==> src/rtl/ofm_writer_pkg.sv <==
// ---------------------------------------------------------------------------
// ofm_writer_pkg
//
// Shared definitions for the output-feature-map writer:
//   - memory word / address geometry and pixel width
//   - job-length related widths
//   - FSM state encoding
//   - helper: number of 32-bit words needed to hold a filter's pixels
// ---------------------------------------------------------------------------
package ofm_writer_pkg;

  localparam int MEM_ADDR_W   = 10;
  localparam int MEM_DATA_W   = 32;
  localparam int PIX_W        = 8;
  localparam int PIX_PER_WORD = 4;

  // Pixel count per filter (ofm_len) and derived widths.
  localparam int LEN_W   = 8;
  localparam int LANE_W  = $clog2(PIX_PER_WORD);
  localparam int WORDS_W = LEN_W + 1 - LANE_W;  // holds ceil(255/4) = 64

  typedef enum logic [1:0] {
    ST_IDLE   = 2'd0,
    ST_ACCEPT = 2'd1,
    ST_FLUSH  = 2'd2,
    ST_DONE   = 2'd3
  } state_e;

  // ceil(len / PIX_PER_WORD): words occupied by one filter's output row.
  function automatic logic [WORDS_W-1:0] words_for_len(input logic [LEN_W-1:0] len);
    logic [LEN_W:0] sum;
    sum = {1'b0, len} + (LEN_W + 1)'(PIX_PER_WORD - 1);
    return sum[LEN_W:LANE_W];
  endfunction

endpackage

==> src/rtl/ofm_packer.sv <==
// ---------------------------------------------------------------------------
// ofm_packer
//
// Collects 8-bit pixels of one filter into a 32-bit word. Pixel k lands in
// byte lane k mod 4 (first pixel in bits [7:0]). Lanes not written since the
// last clear stay 0x00, so a partial final word is zero-padded for free.
//
// Ports:
//   clk, rst : clock, synchronous active-high reset
//   wr_en    : write pix into byte lane `lane`
//   lane     : target byte lane (0..3)
//   pix      : pixel value
//   clr      : clear the whole word (has priority over wr_en)
//   word     : current packed word
// ---------------------------------------------------------------------------
module ofm_packer
  import ofm_writer_pkg::*;
(
  input  logic                  clk,
  input  logic                  rst,
  input  logic                  wr_en,
  input  logic [LANE_W-1:0]     lane,
  input  logic [PIX_W-1:0]      pix,
  input  logic                  clr,
  output logic [MEM_DATA_W-1:0] word
);

  logic [MEM_DATA_W-1:0] word_q;
  logic [MEM_DATA_W-1:0] word_d;

  // NOTE: word_d gets a full default before any branch, so no path through this block infers a latch.
  always_comb begin
    word_d = word_q;
    if (clr) begin
      word_d = '0;
    end else if (wr_en) begin
      word_d[lane*PIX_W +: PIX_W] = pix;
    end
  end

  // NOTE: the pack register is reset, so a job aborted by rst cannot leak stale lanes into the next job's partial word.
  always_ff @(posedge clk) begin
    if (rst) begin
      word_q <= '0;
    end else begin
      word_q <= word_d;
    end
  end

  assign word = word_q;

endmodule

==> src/rtl/ofm_writer.sv <==
// ---------------------------------------------------------------------------
// ofm_writer
//
// Writes the results of N PEs (one pixel per filter per transfer) back to a
// 32-bit-wide memory. Pixels of each filter are packed four to a word; once
// a word is full (or the row ends) the N packed words are written out on N
// consecutive cycles, filter 0 first. Filter f, word w goes to
// base_addr + f*W + w (mod 1024), W = ceil(ofm_len/4).
//
// Ports:
//   clk, rst    : clock, synchronous active-high reset
//   start       : one-cycle job start pulse, honoured only when idle
//   base_addr   : first word address of the job (sampled on start)
//   ofm_len     : pixels per filter (sampled on start); 0 completes at once
//   pe_valid    : pe_data carries a valid result vector
//   pe_data     : N pixels, filter f in bits [8f+7:8f]
//   pe_ready    : writer consumes pe_data this cycle when pe_valid is high
//   mem_wen     : memory write strobe
//   mem_addr    : memory word address (0 when mem_wen is low)
//   mem_wdata   : memory write data  (0 when mem_wen is low)
//   busy        : job in progress
//   done        : one-cycle pulse at job completion
// ---------------------------------------------------------------------------
module ofm_writer
  import ofm_writer_pkg::*;
#(
  parameter int N = 4
) (
  input  logic                  clk,
  input  logic                  rst,
  input  logic                  start,
  input  logic [MEM_ADDR_W-1:0] base_addr,
  input  logic [LEN_W-1:0]      ofm_len,
  input  logic                  pe_valid,
  input  logic [PIX_W*N-1:0]    pe_data,
  output logic                  pe_ready,
  output logic                  mem_wen,
  output logic [MEM_ADDR_W-1:0] mem_addr,
  output logic [MEM_DATA_W-1:0] mem_wdata,
  output logic                  busy,
  output logic                  done
);

  localparam int              FC_W   = (N > 1) ? $clog2(N) : 1;
  localparam logic [FC_W-1:0] LAST_F = FC_W'(N - 1);

  // Job registers
  state_e                state_q;
  logic [MEM_ADDR_W-1:0] base_q;
  logic [LEN_W-1:0]      len_q;
  logic [WORDS_W-1:0]    words_q;     // W: words per filter
  logic [LEN_W-1:0]      pix_idx_q;   // pixels consumed so far
  logic [WORDS_W-1:0]    word_idx_q;  // word column being filled
  logic [FC_W-1:0]       flush_f_q;   // filter being written during FLUSH
  logic [MEM_ADDR_W-1:0] addr_q;      // address of the current FLUSH write

  // Registered outputs
  logic pe_ready_q;
  logic mem_wen_q;
  logic busy_q;
  logic done_q;

  // Transfer decode
  logic                  xfer;
  logic [LANE_W-1:0]     lane;
  logic                  word_full;
  logic                  last_pix;
  logic [LEN_W-1:0]      pix_idx_d;
  logic [MEM_ADDR_W-1:0] flush_addr_d;

  assign xfer      = pe_ready_q && pe_valid;
  assign lane      = pix_idx_q[LANE_W-1:0];
  assign word_full = (lane == '1);
  assign last_pix  = (pix_idx_q == len_q - LEN_W'(1));
  assign pix_idx_d = pix_idx_q + LEN_W'(1);
  // First write of a flush is filter 0 at column word_idx; later filters step by W.
  assign flush_addr_d = base_q + MEM_ADDR_W'(word_idx_q);

  // Per-filter pack registers
  logic [N-1:0]          clr_vec;
  logic [MEM_DATA_W-1:0] pack_word [N];

  for (genvar f = 0; f < N; f++) begin : g_pack
    // A word is cleared in the same cycle it is written out.
    assign clr_vec[f] = mem_wen_q && (flush_f_q == FC_W'(f));

    ofm_packer u_packer (
      .clk   (clk),
      .rst   (rst),
      .wr_en (xfer),
      .lane  (lane),
      .pix   (pe_data[f*PIX_W +: PIX_W]),
      .clr   (clr_vec[f]),
      .word  (pack_word[f])
    );
  end

  // Write-data select; zero whenever no write is in progress.
  always_comb begin
    mem_wdata = '0;
    for (int f = 0; f < N; f++) begin
      if (clr_vec[f]) mem_wdata = pack_word[f];
    end
  end

  assign mem_addr = mem_wen_q ? addr_q : '0;
  assign pe_ready = pe_ready_q;
  assign mem_wen  = mem_wen_q;
  assign busy     = busy_q;
  assign done     = done_q;

  // Control FSM with registered outputs.
  // NOTE: all sequential state uses non-blocking assignments so every register samples pre-edge values.
  always_ff @(posedge clk) begin
    if (rst) begin
      state_q    <= ST_IDLE;
      base_q     <= '0;
      len_q      <= '0;
      words_q    <= '0;
      pix_idx_q  <= '0;
      word_idx_q <= '0;
      flush_f_q  <= '0;
      addr_q     <= '0;
      pe_ready_q <= 1'b0;
      mem_wen_q  <= 1'b0;
      busy_q     <= 1'b0;
      done_q     <= 1'b0;
    end else begin
      done_q <= 1'b0;
      unique case (state_q)
        ST_IDLE: begin
          if (start) begin
            base_q     <= base_addr;
            len_q      <= ofm_len;
            words_q    <= words_for_len(ofm_len);
            pix_idx_q  <= '0;
            word_idx_q <= '0;
            if (ofm_len == '0) begin
              // Empty job: nothing to accept, report completion directly.
              state_q <= ST_DONE;
              done_q  <= 1'b1;
            end else begin
              state_q    <= ST_ACCEPT;
              pe_ready_q <= 1'b1;
              busy_q     <= 1'b1;
            end
          end
        end

        ST_ACCEPT: begin
          if (xfer) begin
            pix_idx_q <= pix_idx_d;
            if (word_full || last_pix) begin
              state_q    <= ST_FLUSH;
              pe_ready_q <= 1'b0;
              mem_wen_q  <= 1'b1;
              flush_f_q  <= '0;
              addr_q     <= flush_addr_d;
            end
          end
        end

        ST_FLUSH: begin
          if (flush_f_q == LAST_F) begin
            mem_wen_q  <= 1'b0;
            flush_f_q  <= '0;
            addr_q     <= '0;
            word_idx_q <= word_idx_q + WORDS_W'(1);
            if (pix_idx_q < len_q) begin
              state_q    <= ST_ACCEPT;
              pe_ready_q <= 1'b1;
            end else begin
              state_q <= ST_DONE;
              done_q  <= 1'b1;
              busy_q  <= 1'b0;
            end
          end else begin
            flush_f_q <= flush_f_q + FC_W'(1);
            addr_q    <= addr_q + MEM_ADDR_W'(words_q);
          end
        end

        ST_DONE: begin
          state_q <= ST_IDLE;
        end

        default: begin
          state_q <= ST_IDLE;
        end
      endcase
    end
  end

endmodule
==> config.mk <==
export PLATFORM = sky130hd
export DESIGN_NAME = ofm_writer
export DESIGN_NICKNAME = d
export VERILOG_FILES = /design/src/rtl/ofm_writer_pkg.sv /design/src/rtl/ofm_packer.sv /design/src/rtl/ofm_writer.sv
export SDC_FILE = /design/constraint.sdc
export NUM_CORES = 1
export LEC_CHECK = 0
export ABC_AREA = 0
export CAP_MARGIN = 20
export CORE_ASPECT_RATIO = 1.4
export CORE_MARGIN = 2
export CORE_UTILIZATION = 45
export DETAILED_ROUTE_END_ITERATION = 12
export GPL_ROUTABILITY_DRIVEN = 0
export GPL_TIMING_DRIVEN = 0
export PLACE_DENSITY_LB_ADDON = 0.08
export SETUP_SLACK_MARGIN = 0.2
export SKIP_CTS_REPAIR_TIMING = 1
export SLEW_MARGIN = 20
export SYNTH_ARGS = -nofsm -noshare
export SYNTH_HDL_FRONTEND = slang
export SYNTH_SLANG_ARGS = --single-unit
export TNS_END_PERCENT = 100
==> constraint.sdc <==
create_clock -name clk -period 6.6 [get_ports clk]
set_input_delay 0.66 -clock clk [delete_from_list [all_inputs] [get_ports clk]]
set_output_delay 0.66 -clock clk [all_outputs]
set_load 0.01 [all_outputs]
# Word-level counts from Yosys, hierarchy flattened
# Index checks and enable logic that the tools add are counted.
[word_totals]
ff_bits = 186
input_bits = 54
output_inout_bits = 46
[op_classes]
add_sub_neg = 8
order_cmp = 1
eq_ne = 15
shifts = 5
mux = 49
n_reduce_logical = 25
[ops]
columns = ["cell", "n"]
rows = [
  ["variable part select 8 x 34 -> 32 bit", 4],
  ["bitwise mux 32 bit", 4],
  ["2-to-1 mux 32 bit", 4],
  ["2-to-1 mux 10 bit", 4],
  ["negator 5 -> 34 bit", 1],
  ["variable shift 8 x 34 -> 32 bit, first input constant", 1],
  ["adder 10 x 7 -> 10 bit", 2],
  ["case mux 10 bit (2 select lines)", 1],
  ["2-to-1 mux 2 bit", 9],
  ["2-to-1 mux 8 bit", 2],
  ["case mux 8 bit (2 select lines)", 1],
  ["2-to-1 mux 1 bit", 15],
  ["2-to-1 mux 7 bit", 2],
  ["case mux 7 bit (2 select lines)", 1],
  ["!= test 2 bit, second input constant", 6],
  ["equality test 2 bit, second input constant", 5],
  ["adder 8 x 2 -> 9 bit, second input constant", 1],
  ["AND reduction 3 bit", 3],
  ["adder 8 x 1 -> 8 bit, second input constant", 1],
  ["equality test 8 bit", 1],
  ["zero test 8 bit", 1],
  ["< comparator 8 bit", 1],
  ["case mux 2 bit (4 select lines)", 1],
  ["AND reduction 4 bit", 2],
  ["other kinds (17)", 30],
]

# Longest topological paths before layout
# Gate-level depths: netlist (run 1).
[depth]
depth_word = 6
depth_mapped = 10
depth_no_buf = 10

# By module
# A second synthesis (run 1) with hierarchy kept.
[unflattened]
hier_cells = 1211
area_unflattened_um2 = 9844.4
[by_module_without_submodules]
columns = ["mod", "instances", "cells_per_inst", "area_per_inst_um2"]
rows = [
  ["ofm_writer", 1, 660, 4631.9],
  ["ofm_packer (g_pack[0].u_packer ...)", 3, 136, 1293.7],
  ["ofm_packer (g_pack[3].u_packer)", 1, 143, 1331.3],
]

# Worst setup path after synthesis (run 1)
# OpenSTA, ideal clock, no wires.
[synth_path]
kind = "reg-to-output"
startpoint = "register flush_f_q[0]"
endpoint = "output mem_wdata[10]"
arrival_time_ps = 1642
required_time_ps = 5940
path_slack_ps = 4298
path_stages_with_launch = 9
cell_sequence = "dfxtp_1 > ha_1 > and2_1 > clkbuf_1 > clkbuf_1 > a22oi_1 > nand2_1 > o21ai_0 > o21ai_0"
[synth_between]
elab_chain_cells = 6
[synth_lines]
columns = ["element", "line", "rtl"]
rows = [
  ["start, declared", "ofm_writer.sv:54", "logic [FC_W-1:0] flush_f_q;"],
  ["start signal, assigned", "ofm_writer.sv:178", "flush_f_q <= flush_f_q + FC_W'(1);"],
  ["zero test 2 bit", "ofm_writer.sv:85", "assign clr_vec[f] = mem_wen_q && (flush_f_q == FC_W'(f));"],
  ["logical AND 1 bit", "ofm_writer.sv:85", ""],
  ["2-to-1 mux 32 bit (3 in a row)", "ofm_writer.sv:102", "if (clr_vec[f]) mem_wdata = pack_word[f];"],
  ["2-to-1 mux 32 bit (*)", "ofm_writer.sv:102", ""],
  ["end, declared", "ofm_writer.sv:39", "output logic [MEM_DATA_W-1:0] mem_wdata,"],
]
# Every way passes the cells marked *; elsewhere a longest branch is shown, timed or not.

# Worst setup path after layout (run 1)
[layout_path]
startpoint = "register flush_f_q[0]"
endpoint = "output mem_wdata[13]"
# Same word-level chain as after synthesis.

==> flow_summary.rst, run 1 <==
.. list-table::
   :header-rows: 1

   * - Metric
     - Value
   * - X dimension of the die
     - 122.6 um
   * - Family with the most delay on the worst path
     - buffers and inverters
   * - Chip Height
     - 170.0 um
   * - Commonest non-fill, non-tap cells in the layout
     - sky130_fd_sc_hd__dfxtp_1 (186), sky130_fd_sc_hd__nor2_1 (171), sky130_fd_sc_hd__a22oi_1 (163)
   * - Post-synthesis simple-gate area fraction
     - 0.1858
   * - Pwr Density
     - 268.4 nW/um^2
   * - Share of total power in the clock network
     - 0.352
   * - Flop and latch count out of synthesis
     - 186
   * - Number of distinct library cells after synthesis
     - 61
   * - Area taken by multi-input logic gates
     - 4748 um^2
   * - Commonest non-fill, non-tap cell in the layout
     - sky130_fd_sc_hd__dfxtp_1
   * - Critical path fanouts, max
     - 10
   * - Element type at the critical path start
     - register
   * - Max Root-Sink Buffers
     - 2
   * - Tightest slew margin relative to the limit
     - 0.1697
   * - Area growth syn-to-layout
     - 21.04%
   * - Ant. Diodes
     - 0
   * - Peak VDD IR
     - 0.1952 mV
   * - DRT antenna net count
     - 0
   * - Initial Utilization
     - 0.4589
   * - Top-area cell type share of the netlist area
     - 0.4205
   * - Max Transition Viols Final
     - 0
   * - LEAKAGE
     - 4.021 nW
   * - Final instance count without filler cells
     - 1,451
   * - Switching power total
     - 0.9419 mW
   * - Data required time of the worst path
     - 5.94 ns
   * - Cell-by-cell trace of the critical path
     - ha_1, and2_1, clkbuf_1, clkbuf_1, a22oi_1, nand2_1, o21ai_0, o21ai_0, clkdlybuf4s50_1
   * - Area of all sequential standard cells
     - 3724 um^2
   * - Transition at the pin with the smallest max-transition slack
     - 1.234 ns
   * - Depth of the CTS H-tree
     - 4
   * - Number of primary I/O pins
     - 100
   * - Endpoint of the worst register-to-register path
     - g_pack[2].u_packer.word[25]
   * - Number of enable flip-flop cells after synthesis
     - 0
   * - Post-synthesis share of cell area spent on xor and xnor gates
     - 0.03631
   * - Yosys synthesis warning count
     - 0
   * - Top cells by area, synth
     - sky130_fd_sc_hd__dfxtp_1 (42%), sky130_fd_sc_hd__a22oi_1 (14%), sky130_fd_sc_hd__nor2_1 (7.2%), sky130_fd_sc_hd__nand2_1 (5.4%), sky130_fd_sc_hd__ha_1 (4.8%)
   * - Net count after synthesis
     - 1,163
   * - Port-buffer cells
     - 98
   * - Hold Path Sink
     - base_q[6]
   * - Critical Path Sink Type
     - primary output
   * - Largest family of logic cells by synthesized area
     - compound AO/OA/AOI/OAI gates
   * - Cell Area, Synth
     - 8855 um^2
   * - Power Internal
     - 1.935 mW
   * - Overall track demand over capacity in global routing
     - 0.2734
   * - Area of the placeable core
     - 19,290 um^2
   * - Largest stage delay, worst path
     - 0.59 ns
   * - Switching Share
     - 0.3275
   * - Buffers plus inverters on the worst setup path
     - 3
   * - Die Area
     - 20,830 um^2
   * - Sequential cell fraction of total power
     - 0.436
   * - Starting DRC count in detailed routing
     - 662
   * - Fill cell total of the finished layout
     - 1,848
   * - Cell count of the worst reg-to-reg path
     - 6
   * - Register-to-register path setup slack
     - 3.65 ns
   * - Worst Path Arrival
     - 3.24 ns
   * - CTS tree
     - done
   * - Outcome
     - completed
   * - Antenna violations before repair
     - 0
   * - Clock slew seen by the registers of the worst setup and hold paths
     - 0.08 ns
   * - Final hold viol count
     - 0
   * - Avg Vias per Cell
     - 5.804
   * - Timing-limited maximum frequency
     - 0.2567 GHz
   * - Synth area leader
     - sky130_fd_sc_hd__dfxtp_1
   * - Crit-path slowest cell
     - sky130_fd_sc_hd__clkdlybuf4s50_1
   * - Final design area excluding fillers
     - 10,720 um^2
   * - Routed len/inst
     - 19.61 um
   * - Cell at the root of the clock tree
     - sky130_fd_sc_hd__clkbuf_16
   * - Final layout net count
     - 1,280
   * - Placed insts
     - 1,419
   * - Setup violators final
     - 0
   * - Vias
     - 8,421
   * - Number of instances on the worst hold path
     - 2
   * - Primary flip-flop cell chosen by synthesis mapping
     - sky130_fd_sc_hd__dfxtp_1
   * - Maximum number of pins on one net before global-route repair
     - 20
   * - Half-perimeter wire length after detailed placement
     - 21,320 um
   * - Count of TritonRoute iterations in the first routing pass
     - 6
   * - Number of global-route vias before repair
     - 8,058
   * - Max-cap violations
     - 0
   * - Sequential fraction of the synthesis area
     - 0.4205
   * - Comb power frac
     - 0.212
   * - Mux cell area share after synthesis
     - 0.006217
   * - Total length of routed wires
     - 28,450 um
   * - Unrepaired setup endpoints after global routing
     - false
   * - Count of standard-cell rows
     - 60
   * - Minimum period implied by the final worst setup slack
     - 3.896 ns
   * - Setup TNS after final layout
     - 0 ns
   * - Fraction of the mapped netlist area in compound gates
     - 0.2553
   * - Post-Syn Instances
     - 1,073
   * - Adder and majority cell fraction of the synthesized area
     - 0.05256
   * - Overflow after GRT
     - 0
   * - Share of post-route cells with drive strength above 1
     - 0.04904
   * - First-pass GRT wire length
     - 43,210 um
   * - Clk Latency, worst-skew pair
     - 0.44 ns
   * - Total cell area at the placement stage
     - 10,150 um^2
   * - Detailed-route DRC error count
     - 0
   * - Setup Skew
     - 0.01168 ns
   * - Share of synthesized registers carrying an async set or reset
     - 0
   * - Startpoint of the lowest-slack register-to-register path
     - pix_idx_q[0]
   * - Crit path kind
     - reg2out
   * - Average cell area after synthesis
     - 8.252 um^2
   * - Min-Delay Startpoint
     - base_q[6]
   * - Path class of the lowest-slack min-delay path
     - reg2reg
   * - Sink Count
     - 186
   * - CTS buffer count
     - 17
   * - Period utilization
     - 0.5903
[stage by stage]
step | power [mW] | setup WS (ns) | util | hold slack [ns]
floorplan | 1.673 | 4.298 | - | 0.4406
global placement | 1.879 | 3.146 | 0.5259 | 0.4531
detailed placement | 1.883 | 3.092 | 0.5259 | 0.4574
CTS | 2.886 | 2.675 | 0.5555 | 0.4709
global route | 3.009 | 2.527 | 0.5555 | 0.4898
finish | 2.876 | 2.704 | 0.5555 | 0.4640
[sequential cells by signal (all words and copies together) (netlist names)]
name	flops
words_q	7
busy	1
done	1
pix_idx_q	8
base_q	10
mem_wen	1
state_q	2
flush_f_q	2
g_pack.u_packer.word	128
addr_q	10
len_q	8
word_idx_q	7
pe_ready	1
[synth_stat cells, types with 5 or more instances]
| cell | number |
|---|---|
| sky130_fd_sc_hd__a211oi_1 | 18 |
| sky130_fd_sc_hd__a21o_1 | 5 |
| sky130_fd_sc_hd__a21oi_1 | 34 |
| sky130_fd_sc_hd__a22oi_1 | 163 |
| sky130_fd_sc_hd__a31oi_1 | 7 |
| sky130_fd_sc_hd__and2_1 | 15 |
| sky130_fd_sc_hd__and3_1 | 5 |
| sky130_fd_sc_hd__clkbuf_1 | 70 |
| sky130_fd_sc_hd__dfxtp_1 | 186 |
| sky130_fd_sc_hd__ha_1 | 34 |
| sky130_fd_sc_hd__inv_1 | 20 |
| sky130_fd_sc_hd__nand2_1 | 127 |
| sky130_fd_sc_hd__nand3_1 | 11 |
| sky130_fd_sc_hd__nand4_1 | 6 |
| sky130_fd_sc_hd__nor2_1 | 171 |
| sky130_fd_sc_hd__nor2b_1 | 5 |
| sky130_fd_sc_hd__nor3_1 | 9 |
| sky130_fd_sc_hd__o21a_1 | 6 |
| sky130_fd_sc_hd__o21ai_0 | 76 |
| sky130_fd_sc_hd__xnor2_1 | 13 |
| sky130_fd_sc_hd__xor2_1 | 21 |
[metal layers]
layer	vias to the layer above	part of all wire	track usage
li1	4047	-	-
met3	75	0.041	0.03519
met1	4023	0.38	0.2991
met4	0	0.048	0.1489
met5	-	0	0
met2	276	0.53	0.5019
[power by group through the flow]
| stage | logic (mW) | clock network [mW] | registers [mW] |
|---|---|---|---|
| final | 0.609 | 1.01 | 1.25 |
| after CTS | 0.608 | 1.02 | 1.25 |
| after global placement | 0.600 | 0 | 1.28 |
| after detailed placement | 0.602 | 0 | 1.28 |
| after floorplan | 0.412 | 0 | 1.26 |
| after global routing | 0.674 | 1.07 | 1.26 |
[worst min-delay path: cells and delay by family (launching register included)]
family,cells,cell delay (ns)
and+or+nand+nor,1,0.05
DFF,1,0.32
AOI/OAI and AO/OA,1,0.05
[logic make-up after synthesis]
family,count (synthesis)
AO/OA/AOI/OAI,335
flip-flops,186
XOR/XNOR,35
buffers and inverters,99
multiplexers,5
AND/OR/NAND/NOR,377
adder cells (fa/ha/maj),36
[how the worst max path moves through the flow]
stage | from | end | slack, ns | cells after the start
after floorplan | flush_f_q[0] | mem_wdata[10] | 4.30 | 8
after CTS | flush_f_q[0] | mem_wdata[18] | 2.67 | 9
after detailed placement | pe_valid | g_pack[2].u_packer.word[27] | 3.09 | 8
after global routing | flush_f_q[0] | mem_wdata[17] | 2.53 | 10
after global placement | flush_f_q[0] | mem_wdata[18] | 3.15 | 9
final | flush_f_q[0] | mem_wdata[13] | 2.70 | 9
[cell type report]
class	count	share of cell area
timing repair buffer	98	0.09152
clock inverter	15	0.01366
tap	248	0.02895
buffer	78	0.02837
multi-input combinational	788	0.4430
sequential	186	0.3474
clock buffer	17	0.03969
inverter	21	0.007355
Note: power is estimated with default switching activity, not from simulation.
==> inputs of run 2 (changes only) <==
==> constraint.sdc (replaced) <==
create_clock -name clk -period 3.9 [get_ports clk]
set_input_delay 0.39 -clock clk [delete_from_list [all_inputs] [get_ports clk]]
set_output_delay 0.39 -clock clk [all_outputs]
set_load 0.01 [all_outputs]
==> run 2 against run 1 <==
Net effect:
- sequential share of layout area about the same
- die area unchanged
- worst hold slack got worse by 0.045 ns
- critical path depth unchanged
- combinational power increased by 69%
- clock skew increased by 0.0017 ns
- clock power increased by 69%
- first-iteration DRC count decreased by 3.9%
- critical endpoint is now mem_wdata[25]
- largest power group unchanged
==> flow_summary.rst, run 2 (same netlist as run 1, synthesis figures left out) <==
.. list-table::
   :header-rows: 1

   * - Metric
     - Value
   * - Area growth syn-to-layout
     - 21.12%
   * - Max Root-Sink Buffers
     - 2
   * - Clk Latency, worst-skew pair
     - 0.45 ns
   * - Chip Height
     - 170.0 um
   * - Max Transition Viols Final
     - 0
   * - Switching Share
     - 0.3274
   * - CTS buffer count
     - 17
   * - Maximum number of pins on one net before global-route repair
     - 20
   * - Vias
     - 8,405
   * - Setup Skew
     - 0.01336 ns
   * - Comb power frac
     - 0.212
   * - Area of the placeable core
     - 19,290 um^2
   * - Data required time of the worst path
     - 3.51 ns
   * - Die Area
     - 20,830 um^2
   * - Total cell area at the placement stage
     - 10,150 um^2
   * - Unrepaired setup endpoints after global routing
     - false
   * - Max-cap violations
     - 0
   * - Half-perimeter wire length after detailed placement
     - 21,320 um
   * - Post-placement setup slack
     - 0.6621 ns
   * - Number of global-route vias before repair
     - 8,058
   * - Starting DRC count in detailed routing
     - 636
   * - Avg Vias per Cell
     - 5.793
   * - Outcome
     - completed
   * - Sink Count
     - 186
   * - First-pass GRT wire length
     - 43,210 um
   * - Timing-limited maximum frequency
     - 0.2821 GHz
   * - Clock slew seen by the registers of the worst setup and hold paths
     - 0.08 ns
   * - Count of standard-cell rows
     - 60
   * - Transition at the pin with the smallest max-transition slack
     - 1.223 ns
   * - Share of post-route cells with drive strength above 1
     - 0.05403
   * - Antenna violations before repair
     - 0
   * - Overflow after GRT
     - 0
   * - Sequential cell fraction of total power
     - 0.436
   * - Number of flip-flops in the largest register
     - 128
   * - Worst Path Arrival
     - 3.16 ns
   * - Cell at the root of the clock tree
     - sky130_fd_sc_hd__clkbuf_16
   * - Critical path fanouts, max
     - 10
   * - Ant. Diodes
     - 0
   * - Power Internal
     - 3.274 mW
   * - Setup violators final
     - 0
   * - Port-buffer cells
     - 98
   * - Final layout net count
     - 1,280
   * - X dimension of the die
     - 122.6 um
   * - Switching power total
     - 1.594 mW
   * - Total length of routed wires
     - 28,460 um
   * - Final design area excluding fillers
     - 10,730 um^2
   * - Final setup margin
     - 0.3548 ns
   * - Detailed-route DRC error count
     - 0
   * - CTS tree
     - done
   * - Minimum period implied by the final worst setup slack
     - 3.545 ns
   * - DRT antenna net count
     - 0
   * - Overall track demand over capacity in global routing
     - 0.2734
   * - Core utilization of the finished layout
     - 0.5559
   * - Pwr Density
     - 453.9 nW/um^2
   * - Commonest non-fill, non-tap cell in the layout
     - sky130_fd_sc_hd__dfxtp_1
   * - Initial Utilization
     - 0.4589
   * - Fin Hold WS
     - 0.4186 ns
   * - Commonest non-fill, non-tap cells in the layout
     - sky130_fd_sc_hd__dfxtp_1 (186), sky130_fd_sc_hd__nor2_1 (171), sky130_fd_sc_hd__a22oi_1 (163)
   * - Period utilization
     - 0.9090
   * - Count of TritonRoute iterations in the first routing pass
     - 5
   * - Tightest slew margin relative to the limit
     - 0.1771
   * - Element type at the critical path start
     - register
   * - Final hold viol count
     - 0
   * - Crit path kind
     - reg2out
   * - Critical Path Sink Type
     - primary output
   * - LEAKAGE
     - 4.040 nW
   * - Setup TNS after final layout
     - 0 ns
   * - Depth of the CTS H-tree
     - 4
   * - Fill cell total of the finished layout
     - 1,849
   * - Share of total power in the clock network
     - 0.352
   * - Routed len/inst
     - 19.62 um
   * - Number of primary I/O pins
     - 100
   * - Peak VDD IR
     - 0.3319 mV
   * - Path class of the lowest-slack min-delay path
     - in2reg
-- run 2: changes by cell type in the layout (fill, tap and decap cells not counted) --
cell                       before  now
sky130_fd_sc_hd__clkbuf_2       0    6
sky130_fd_sc_hd__clkbuf_1      70   65
sky130_fd_sc_hd__buf_1          4    3
-- run 2: power groups by stage --
stage | Sequential, mW | Clock (mW) | Combinational, mW
global route | 2.14 | 1.81 | 1.14
CTS | 2.12 | 1.73 | 1.03
finish | 2.12 | 1.71 | 1.03
floorplan | 2.13 | 0 | 0.697
detailed placement | 2.17 | 0 | 1.02
global placement | 2.16 | 0 | 1.02
-- run 2: final timing paths --
kind	start	end	slack, ns	cells after the start
max reg2reg	pix_idx_q[0]	g_pack[2].u_packer.word[25]	0.96	6
min reg2reg	base_q[6]	base_q[6]	0.46	2
max	flush_f_q[0]	mem_wdata[25]	0.35	9
min	rst	addr_q[3]	0.42	3
-- run 2: through the flow --
stage	power, mW	instances
after floorplan	2.831	1073
after global placement	3.179	1419
after detailed placement	3.186	1419
after CTS	4.884	1451
after global routing	5.092	1451
final	4.868	1451
-- run 2: per-layer routing --
metal	vias to the layer above	track usage	routed length, um
met2	294	0.5019	14990
met4	0	0.1489	1387
li1	4052	-	-
met3	76	0.03519	1287
met5	-	0	0
met1	3983	0.2991	10800
-- run 2: layout make-up --
cell class                 count  area [um^2]  area share
sequential                   186         3724      0.3472
timing repair buffer          98        980.9     0.09146
multi-input combinational    788         4748      0.4427
clock buffer                  17        425.4     0.03966
clock inverter                15        146.4     0.01365
tap                          248        310.3     0.02893
inverter                      21        78.83    0.007350
buffer                        78        311.5     0.02905
-- run 2: worst max-delay path, cell delays in order (launching register included) --
cell and delay (ns):
sky130_fd_sc_hd__dfxtp_1 0.42, sky130_fd_sc_hd__ha_1 0.19, sky130_fd_sc_hd__and2_1 0.12, sky130_fd_sc_hd__clkbuf_1 0.25, sky130_fd_sc_hd__clkbuf_1 0.41, sky130_fd_sc_hd__a22oi_1 0.22, sky130_fd_sc_hd__nand2_1 0.10, sky130_fd_sc_hd__o21ai_0 0.13
sky130_fd_sc_hd__o21ai_0 0.26, sky130_fd_sc_hd__clkdlybuf4s50_1 0.59
==> edit (config.mk and constraints of run 2) <==
Re-encode `state_e` (4 states) as Gray code, 2 bits wide.
--- a/src/rtl/ofm_writer_pkg.sv
+++ b/src/rtl/ofm_writer_pkg.sv
@@ -20,10 +20,10 @@
   localparam int WORDS_W = LEN_W + 1 - LANE_W;  // holds ceil(255/4) = 64
 
   typedef enum logic [1:0] {
-    ST_IDLE   = 2'd0,
-    ST_ACCEPT = 2'd1,
-    ST_FLUSH  = 2'd2,
-    ST_DONE   = 2'd3
+    ST_IDLE   = 2'b00,
+    ST_ACCEPT = 2'b01,
+    ST_FLUSH  = 2'b11,
+    ST_DONE   = 2'b10
   } state_e;
 
   // ceil(len / PIX_PER_WORD): words occupied by one filter's output row.
Function: same outputs for any inputs over 4 cycles, from zero or initial values and one cycle with rst high; so few cycles prove little.
==> edit against run 2 <==
Cell count increased by 2.3%. Worst setup slack improved by 23 ps. Area after synthesis increased by 2.2%. Core utilization about the same. Sequential cell count unchanged. Synthesized cell count increased by 2.7%. Cell area increased by 2.5%. Total power increased by 9.2%. Clock power increased by 9%. Wire length increased by 0.90%. Critical endpoint is now mem_wdata[9]. Highest routed layer unchanged.
==> edit: results (changes against run 2) <==
Outcome
  • Status: completed (unchanged)

Synthesis
  • Adder-cell share of the synthesized area: 5.837% (was 5.256%)
  • Post-synth top cells: dfxtp_1, a22oi_1, nor2_1 (was dfxtp_1, nor2_1, a22oi_1)
  • Mapped Nets: 1,197 (was 1,163)
  • Complex-gate fraction of the synthesized area: 26.85% (was 25.53%)
  • Synth area leaders: dfxtp_1, a22oi_1, nor2_1 (unchanged)
  • Post-synth cell types: 66 (was 61)
  • Post-Synth XOR/XNOR Area: 3.098% (was 3.631%)
  • Register area share after synthesis: 41.16% (was 42.05%)

Worst setup path
  • Worst Path Arrival: 3130 ps (was 3160 ps)
  • CP Launch Point: flush_f_q[1] (was flush_f_q[0])
  • R2r endpoint: g_pack[2].u_packer.word[8] (was g_pack[2].u_packer.word[25])
  • Setup crit end: mem_wdata[9] (was mem_wdata[25])
  • Reg2reg setup slack: 1030 ps (was 960 ps)

Finish
  • Multi-In Gates: 810 (was 788)
  • Non-clock buffer count: 177 (was 176)
  • Layout non-clock buf frac: 12.02% (was 12.05%)
  • Area taken by multi-input logic gates: 4895 um^2 (was 4748 um^2)
  • Diodes inserted: 0 (unchanged)
  • Ratio of cells with drive above 1 in the final layout: 4.947% (was 5.403%)
  • Fill count: 1,964 (was 1,849)
  • Sequential share of cell area: 33.88% (was 34.72%)
  • Clk tree area frac: 5.748% (was 5.331%)
  • Fin nets: 1,315 (was 1,280)

Global route
  • Largest net degree at the start of global routing: 18 (was 20)
  • Vias in the first global route: 8,114 (was 8,058)
  • First-pass GRT wire length: 43.77 mm (was 43.21 mm)
  • GRT Util Overall: 27.45% (was 27.34%)

Hold path
  • Hold Crit Class: reg2reg (was in2reg)
  • Hold path startpoint: base_q[5] (was rst)

Routing
  • Routed vias: 8,547 (was 8,405)
  • DRT iter0 DRCs: 476 (was 636)

STA
  • Crit path time final: 3522 ps (was 3545 ps)
  • Slew @ Worst Pin: 954.9 ps (was 1223 ps)
  • Worst Clk Skew: 10.72 ps (was 13.36 ps)

Placement
  • Final HPWL DP: 22.05 mm (was 21.32 mm)
  • Buffers added on ports: 99 (was 98)

Pwr
  • P_sw: 1.713 mW (was 1.594 mW)
  • Worst-case vdd ir drop: 324.1 uV (was 331.9 uV)
  • Leakage: 4.090 nW (was 4.040 nW)
==> edit: worst max-delay path, stage by stage (launching register included) <==
cell and delay [ps]:
dfxtp_1 330, inv_1 100, ha_1 170, and2_1 120
clkbuf_1 320, clkbuf_1 450, a22oi_1 190, nand2_1 100
o21ai_0 120, o21ai_0 220, clkdlybuf4s50_1 570
==> edit: layer usage <==
metal	GRT usage [%]	part of all wire (%)
met3	4.078	3.7
met2	50.76	52
met4	13.93	5.2
met1	29.76	39
met5	0	0
==> edit: stage by stage <==
step                utilization [%]  cell area [um^2]  power [mW]  hold slack, ps  instances
floorplan                         -              9046       3.057           436.2       1102
global placement              52.37             10350       3.457           448.7       1453
detailed placement            52.37             10350       3.472           452.8       1453
CTS                           55.57             10980       5.340           465.6       1485
global route                  55.60             10990       5.572           491.7       1485
finish                        55.60             10990       5.314           464.8       1485
==> edit: how the worst min path moves through the flow <==
stage / slack [ps] / cells after the start / to
2_1_floorplan: 440 / 2 / words_q[6]
3_3_place_gp: 450 / 2 / base_q[5]
3_5_place_dp: 450 / 2 / base_q[5]
4_1_cts: 470 / 2 / base_q[2]
5_1_grt: 490 / 2 / base_q[3]
6_report: 460 / 2 / base_q[5]
==> edit: power groups by stage <==
stage | registers [mW] | clock network [mW] | logic (mW)
after floorplan | 2.18 | 0 | 0.873
after global placement | 2.22 | 0 | 1.24
after detailed placement | 2.22 | 0 | 1.25
after CTS | 2.18 | 1.90 | 1.26
after global routing | 2.20 | 1.97 | 1.40
final | 2.18 | 1.87 | 1.26
